--- src/rtl/anchor_scan_ctrl_pkg.sv ---
// ---------------------------------------------------------------------------
// anchor_pkg
//  Shared types and default parameter values for the anchor scan controller.
//  Contents:
//   state_t          controller FSM state encoding
//   DEF_*            default values for the anchor_scan_ctrl parameters
// ---------------------------------------------------------------------------
package anchor_pkg;

    typedef enum logic [1:0] {
        IDLE       = 2'd0,
        LOAD       = 2'd1,
        PROCESSING = 2'd2,
        DONE       = 2'd3
    } state_t;

    localparam int unsigned DEF_COORD_W    = 16;
    localparam int unsigned DEF_NUM_STAGES = 5;
    localparam int unsigned DEF_BLOCK_W    = 10;
    localparam int unsigned DEF_X_FIRST    = 5;
    localparam int unsigned DEF_Y_OFFSET   = 5;

endpackage

--- src/rtl/anchor_scan_ctrl_stride_counter.sv ---
// ---------------------------------------------------------------------------
// stride_counter
//  Register that steps by a fixed stride. Used for both anchor coordinates.
//  Priority: clear (back to START) > load (take load_val) > enable (+STRIDE).
//  Ports:
//   clk       in   1   clock
//   rst       in   1   synchronous active-high reset (to START)
//   clear     in   1   return to START
//   enable    in   1   advance by STRIDE
//   load      in   1   load load_val
//   load_val  in   W   value taken when load is high
//   count     out  W   current value
// ---------------------------------------------------------------------------
module stride_counter #(
    parameter int unsigned W      = 16,
    parameter int unsigned START  = 0,
    parameter int unsigned STRIDE = 1
) (
    input  logic         clk,
    input  logic         rst,
    input  logic         clear,
    input  logic         enable,
    input  logic         load,
    input  logic [W-1:0] load_val,
    output logic [W-1:0] count
);

    localparam logic [W-1:0] START_V  = W'(START);
    localparam logic [W-1:0] STRIDE_V = W'(STRIDE);

    logic [W-1:0] count_q;
    logic [W-1:0] count_d;

    always_comb begin
        count_d = count_q;
        if (clear) begin
            count_d = START_V;
        end else if (load) begin
            count_d = load_val;
        end else if (enable) begin
            count_d = count_q + STRIDE_V;
        end
    end

    always_ff @(posedge clk) begin
        if (rst) begin
            count_q <= START_V;
        end else begin
            count_q <= count_d;
        end
    end

    assign count = count_q;

endmodule

--- src/rtl/anchor_scan_ctrl.sv ---
// ---------------------------------------------------------------------------
// anchor_scan_ctrl
//  Walks a processing anchor column-by-column over a width x height image in
//  BLOCK_W-wide vertical strips. Each strip scans y = 0 .. height+Y_OFFSET-1
//  (the extra rows drain the vertical pipeline), then the anchor steps right
//  by BLOCK_W. The anchor advances only when every stage reports final.
//  Ports:
//   clk            in   1           clock
//   rst            in   1           synchronous active-high reset
//   en_filter      in   1           start request (sampled in IDLE only)
//   abort          in   1           cancel run, back to IDLE, no done
//   hold           in   1           stall the anchor
//   stage_final    in   NUM_STAGES  per-stage "completes next cycle"
//   width, height  in   COORD_W     image geometry, latched in LOAD
//   anchor_moving  out  1           anchor advances on this edge (comb)
//   anchor_x/y     out  COORD_W     current anchor
//   col_start      out  1           first cycle at y=0 of a strip
//   busy           out  1           high in LOAD and PROCESSING
//   process_done   out  1           1-cycle pulse when a run completes
// ---------------------------------------------------------------------------
module anchor_scan_ctrl
    import anchor_pkg::*;
#(
    parameter int unsigned COORD_W    = DEF_COORD_W,
    parameter int unsigned NUM_STAGES = DEF_NUM_STAGES,
    parameter int unsigned BLOCK_W    = DEF_BLOCK_W,
    parameter int unsigned X_FIRST    = DEF_X_FIRST,
    parameter int unsigned Y_OFFSET   = DEF_Y_OFFSET
) (
    input  logic                  clk,
    input  logic                  rst,
    input  logic                  en_filter,
    input  logic                  abort,
    input  logic                  hold,
    input  logic [NUM_STAGES-1:0] stage_final,
    input  logic [COORD_W-1:0]    width,
    input  logic [COORD_W-1:0]    height,
    output logic                  anchor_moving,
    output logic [COORD_W-1:0]    anchor_x,
    output logic [COORD_W-1:0]    anchor_y,
    output logic                  col_start,
    output logic                  busy,
    output logic                  process_done
);

    localparam int unsigned CW1 = COORD_W + 1;
    localparam int unsigned CW2 = COORD_W + 2;

    state_t state_q, state_d;

    logic [COORD_W-1:0] width_q,  width_d;
    logic [COORD_W-1:0] height_q, height_d;
    logic [COORD_W:0]   col_base_q, col_base_d;
    logic               col_start_q, col_start_d;
    logic               busy_q, busy_d;
    logic               done_q, done_d;

    logic               all_final;
    logic               abort_act;
    logic               clear_anchor;
    logic               wrap;
    logic [COORD_W:0]   y_end;
    logic [COORD_W+1:0] col_reach;
    logic               last_col;
    logic               at_y_end;
    logic               last_pos;

    // ---------------- compare logic ----------------
    assign all_final = &stage_final;
    assign abort_act = abort && (state_q != IDLE);

    // Extra bit keeps height + Y_OFFSET from wrapping for large images.
    assign y_end     = {1'b0, height_q} + CW1'(Y_OFFSET) - CW1'(1);

    // Last strip when this strip reaches or passes the right edge; this gives
    // ceil(width / BLOCK_W) strips without needing a divider.
    assign col_reach = {1'b0, col_base_q} + CW2'(BLOCK_W);
    assign last_col  = (col_reach >= {2'b00, width_q});
    assign at_y_end  = ({1'b0, anchor_y} == y_end);
    assign last_pos  = last_col && at_y_end;

    // Anchors go back to strip 0 / row 0 at the start of every run and on abort.
    assign clear_anchor = (state_q == LOAD) || abort_act;

    // ---------------- FSM: next state ----------------
    always_comb begin
        state_d = state_q;
        unique case (state_q)
            IDLE:       if (en_filter) state_d = LOAD;
            LOAD:       state_d = ((width == '0) || (height == '0)) ? DONE : PROCESSING;
            PROCESSING: if (all_final && !hold && last_pos) state_d = DONE;
            DONE:       state_d = IDLE;
            default:    state_d = IDLE;
        endcase
        // abort beats both finishing and moving
        if (abort_act) begin
            state_d = IDLE;
        end
    end

    // ---------------- FSM: outputs ----------------
    always_comb begin
        anchor_moving = (state_q == PROCESSING) && all_final && !hold && !abort && !last_pos;
        wrap          = anchor_moving && at_y_end;

        width_d  = (state_q == LOAD) ? width  : width_q;
        height_d = (state_q == LOAD) ? height : height_q;

        col_base_d = col_base_q;
        if (clear_anchor) begin
            col_base_d = '0;
        end else if (wrap) begin
            col_base_d = col_base_q + CW1'(BLOCK_W);
        end

        // Registered strobe: first cycle of strip 0 (after LOAD) or of a new strip.
        col_start_d = (state_d == PROCESSING) && ((state_q == LOAD) || wrap);
        busy_d      = (state_d == LOAD) || (state_d == PROCESSING);
        done_d      = (state_d == DONE);
    end

    // ---------------- FSM: state register ----------------
    always_ff @(posedge clk) begin
        if (rst) begin
            state_q     <= IDLE;
            width_q     <= '0;
            height_q    <= '0;
            col_base_q  <= '0;
            col_start_q <= 1'b0;
            busy_q      <= 1'b0;
            done_q      <= 1'b0;
        end else begin
            state_q     <= state_d;
            width_q     <= width_d;
            height_q    <= height_d;
            col_base_q  <= col_base_d;
            col_start_q <= col_start_d;
            busy_q      <= busy_d;
            done_q      <= done_d;
        end
    end

    // ---------------- anchor coordinate counters ----------------
    stride_counter #(
        .W      (COORD_W),
        .START  (0),
        .STRIDE (1)
    ) u_y_cnt (
        .clk      (clk),
        .rst      (rst),
        .clear    (clear_anchor),
        .enable   (anchor_moving),
        .load     (wrap),          // back to row 0 when stepping to the next strip
        .load_val ('0),
        .count    (anchor_y)
    );

    stride_counter #(
        .W      (COORD_W),
        .START  (X_FIRST),
        .STRIDE (BLOCK_W)
    ) u_x_cnt (
        .clk      (clk),
        .rst      (rst),
        .clear    (clear_anchor),
        .enable   (wrap),
        .load     (1'b0),
        .load_val ('0),
        .count    (anchor_x)
    );

    assign col_start    = col_start_q;
    assign busy         = busy_q;
    assign process_done = done_q;

endmodule

--- config.mk ---
export PLATFORM = sky130hd
export DESIGN_NAME = anchor_scan_ctrl
export DESIGN_NICKNAME = d
export VERILOG_FILES = /design/src/rtl/anchor_scan_ctrl_pkg.sv /design/src/rtl/anchor_scan_ctrl_stride_counter.sv /design/src/rtl/anchor_scan_ctrl.sv
export SDC_FILE = /design/constraint.sdc
export NUM_CORES = 1
export LEC_CHECK = 0
export ABC_AREA = 1
export CORE_MARGIN = 3
export CORE_UTILIZATION = 25
export CTS_BUF_LIST = sky130_fd_sc_hd__clkbuf_4 sky130_fd_sc_hd__clkbuf_8 sky130_fd_sc_hd__clkbuf_16
export CTS_CLUSTER_SIZE = 40
export DETAILED_ROUTE_END_ITERATION = 10
export GPL_TIMING_DRIVEN = 1
export PLACE_DENSITY_LB_ADDON = 0.2
export SYNTH_ARGS = -nofsm -noshare
export SYNTH_HDL_FRONTEND = slang
export SYNTH_HIERARCHICAL = 1
export SYNTH_SLANG_ARGS = --single-unit
--- constraint.sdc ---
create_clock -name clk -period 3.8 [get_ports clk]
set_input_delay 0.57 -clock clk [delete_from_list [all_inputs] [get_ports clk]]
set_output_delay 0.57 -clock clk [all_outputs]
set_load 0.05 [all_outputs]
==> out/metrics.cfg <==
[finish]
multi_input_area_um2=3450
fin_nets=1028
areaGrowthSynthToFinish_pct=28.8
final_common_cell=nand2_1
diodes=0
final_cells=1239
drive_gt1_share_pct=9.23
final_cell_mix=nand2_1, nor2_1, inv_1
fill_cells=2319
final-seq-area_um2=1700
utilization_pct=33.4

[floorplan]
rows=53
io_pins=78
dieHeight_um=155
dieArea_um2=24000
die_w_um=155
start_util_pct=25.9
core_area_um2=21400

[worst_setup_path]
r2r-start=col_base_q[1]$_SDFFE_PP0P_
crit_family=simple AND/OR/NAND/NOR gates
crit_chain=ha_4 > nor2_1 > nor2_2 > nand2_2 > nor2_4 > nand2_2 > xor2_2 > ha_1 > nand2_1 > inv_1 > nand2_1 > o21ai_0 > nor2_1 > nand4_1 > a21boi_2 > buf_6 > buf_12
path_max_fanout=4
cp-start-kind=flip-flop
reg2reg_slack_ns=0.31
cp.arrival_ns=3.01
critPathBufInv=3
critical_path.max_stage_delay_ns=0.37
end_kind=output port
cp.required_ns=3.23
r2r_cells=25
r2r_end=u_y_cnt/count[1]$_SDFFE_PP0P_
crit_slowest_cell=dfxtp_2
crit_type=reg2out

[grt]
grt-ovfl-total=0
grt_usage_pct=13.2
grt_max_degree=53
grt_pass1_wl_um=25800
antenna_found_initial=0
grt_pass1_vias=4952

[min_path]
holdPathStages=2
hold_end=width_q[7]$_SDFFE_PP0P_
min_path_type=reg2reg
hp-start=width_q[7]$_SDFFE_PP0P_

[sta]
fmax_mhz=280
setup_viol=0
maxSlewViolCount=0
slew_headroom_pct=39.3
finalHoldViolations=0
tightestPinTransition_ns=0.909
fin_skew_ns=0.00779
post-route-period-util_pct=94.2
post-route-min-period_ns=3.58

[pwr]
p_clk_share_pct=35.8
seqPwrFrac_pct=42.7
netSwitchingPower_uw=731
switching_share_pct=30.6
max-vdd-ir-drop_mv=0.141
comb_power_share_pct=21.5
leakagePower_nw=3.06
internal_power_mw=1.66
pwr_density_cell_nw_per_um2=334

[cts]
clk_path_buf_depth=2
cts_tree=built
clk_pin_slew_ns=0.06
htree_levels=3
cts.sinks=85
cts-root-buf=clkbuf_16
cts_inserted_buffers=9
clk_latency_ns=0.34

[routing]
dr_wl_met3_um=694
wl_met2_um=6650
drc=0
wl_per_cell_um=12.8
drt-initial-drc-count=279
dr.max_layer_used=met4
vias=5408
wl_met1_um=8400
firstDrtPassIters=5
vias_per_cell=4.36
totalWireLength_um=15900
ant_nets=0

[placed_design]
dp_hpwl_um=11900
port_buffers=77
placed_cells=1216
gp_congestion=0.774

[synth]
syn_area_per_cell_um2=6.55
synth_area_um2=5550
syn-instance-count=848
synth_seq_area_share_pct=30.6
ys_warn_count=6
ys_seq_elements=85
synth_cell_types=40

[run]
drv_cap=0

[status]
status=complete, no violations

## flip-flops by register name, summed over array words and instances (netlist names)
register	cells
busy	1
col_base_q	16
col_start	1
height_q	16
process_done	1
state_q	2
u_x_cnt/count	16
u_y_cnt/count	16
width_q	16
## logic make-up (layout without fill, tap and decap cells)
| logic type | count (synthesis) | after routing | synth area share [%] |
|---|---|---|---|
| compound gates | 140 | 140 | 14.5 |
| xor+xnor | 35 | 35 | 5.52 |
| fa+ha+maj | 24 | 24 | 5.41 |
| buf+inv | 143 | 227 | 10.6 |
| flops | 85 | 85 | 30.6 |
| other cells | 1 | 33 | 0.0675 |
| simple gates | 420 | 420 | 33.2 |
## what timing repair did
item | CTS | global route
pin swaps | 0 | 8
hold buffers | 0 | 0
setup buffers | 0 | 9
cloned | 0 | 1
setup endpoints to repair | 18 | 29
gates resized for setup | 3 | 24
## cell usage after synthesis, drive strengths merged
master / n / area, µm²
nand3: 48 / 250
o31ai: 1 / 7.51
nor4: 9 / 56.3
a21oi: 57 / 304
ha: 24 / 300
inv: 119 / 447
nand3b: 2 / 15.0
xor2: 23 / 201
o21bai: 8 / 67.6
clkinv: 1 / 3.75
dfxtp: 85 / 1700
a21boi: 1 / 7.51
o21ai: 50 / 250
nand2: 209 / 815
nor2: 126 / 528
a22oi: 19 / 143
clkbuf: 11 / 41.3
a21o: 1 / 7.51
buf: 12 / 98.8
a31oi: 3 / 18.8
nand4: 20 / 140
conb: 1 / 3.75
nor3: 6 / 41.3
xnor2: 12 / 105
## worst min-delay path, delay by kind of cell (launching register included)
family	cells	cell delay (ns)
DFF	1	0.30
AOI/OAI and AO/OA	1	0.06
buffers and inverters	1	0.07
## per-layer routing
metal | track usage (%) | vias to the layer above
met5 | 0 | -
met4 | 3.91 | 0
met3 | 2.53 | 10
met2 | 19.9 | 98
met1 | 19.2 | 2374
li1 | - | 2926
## layout make-up
type,instances,area share [%]
Timing Repair inverter,1,0.105
Timing Repair Buffer,93,12.8
Tap cell,275,4.81
Inverter,120,6.38
Clock inverter,3,0.560
Clock buffer,10,3.25
Sequential cell,85,23.8
Multi-Input combinational cell,652,48.2
## how the worst max path moves through the flow
stage / start / endpoint / slack [ns] / depth (start not counted)
finish: col_base_q[1]$_SDFFE_PP0P_ / anchor_moving / 0.22 / 17
global route: col_base_q[1]$_SDFFE_PP0P_ / u_y_cnt/count[1]$_SDFFE_PP0P_ / -0.03 / 25
CTS: col_base_q[1]$_SDFFE_PP0P_ / anchor_moving / 0.03 / 17
detailed placement: col_base_q[1]$_SDFFE_PP0P_ / u_x_cnt/count[5]$_SDFFE_PP0N_ / -0.13 / 23
global placement: col_base_q[1]$_SDFFE_PP0P_ / u_x_cnt/count[5]$_SDFFE_PP0N_ / 0.009 / 23
floorplan: col_base_q[1]$_SDFFE_PP0P_ / u_y_cnt/count[7]$_SDFFE_PP0P_ / 0.1 / 19
## through the flow
| step | cell area [µm²] | setup TNS (ns) | worst slack (ns) | hold WS (ns) | power, mW |
|---|---|---|---|---|---|
| final | 7150 | 0 | 0.222 | 0.469 | 2.39 |
| after global placement | 6710 | 0 | 0.00852 | 0.457 | 1.54 |
| after global routing | 7150 | -0.0473 | -0.0311 | 0.494 | 2.55 |
| after detailed placement | 6710 | -1.07 | -0.130 | 0.468 | 1.54 |
| after floorplan | 5670 | 0 | 0.0958 | 0.434 | 1.37 |
| after CTS | 6990 | 0 | 0.0271 | 0.474 | 2.42 |
## power by group through the flow
stage          Combinational (mW)  Clock, mW  Sequential (mW)
2_1_floorplan               0.301          0             1.07
3_3_place_gp                0.503          0             1.04
3_5_place_dp                0.502          0             1.04
4_1_cts                     0.508      0.895             1.02
5_1_grt                     0.586      0.931             1.03
6_report                    0.515      0.855             1.02
No activity file was read; power rests on OpenSTA's default activity.
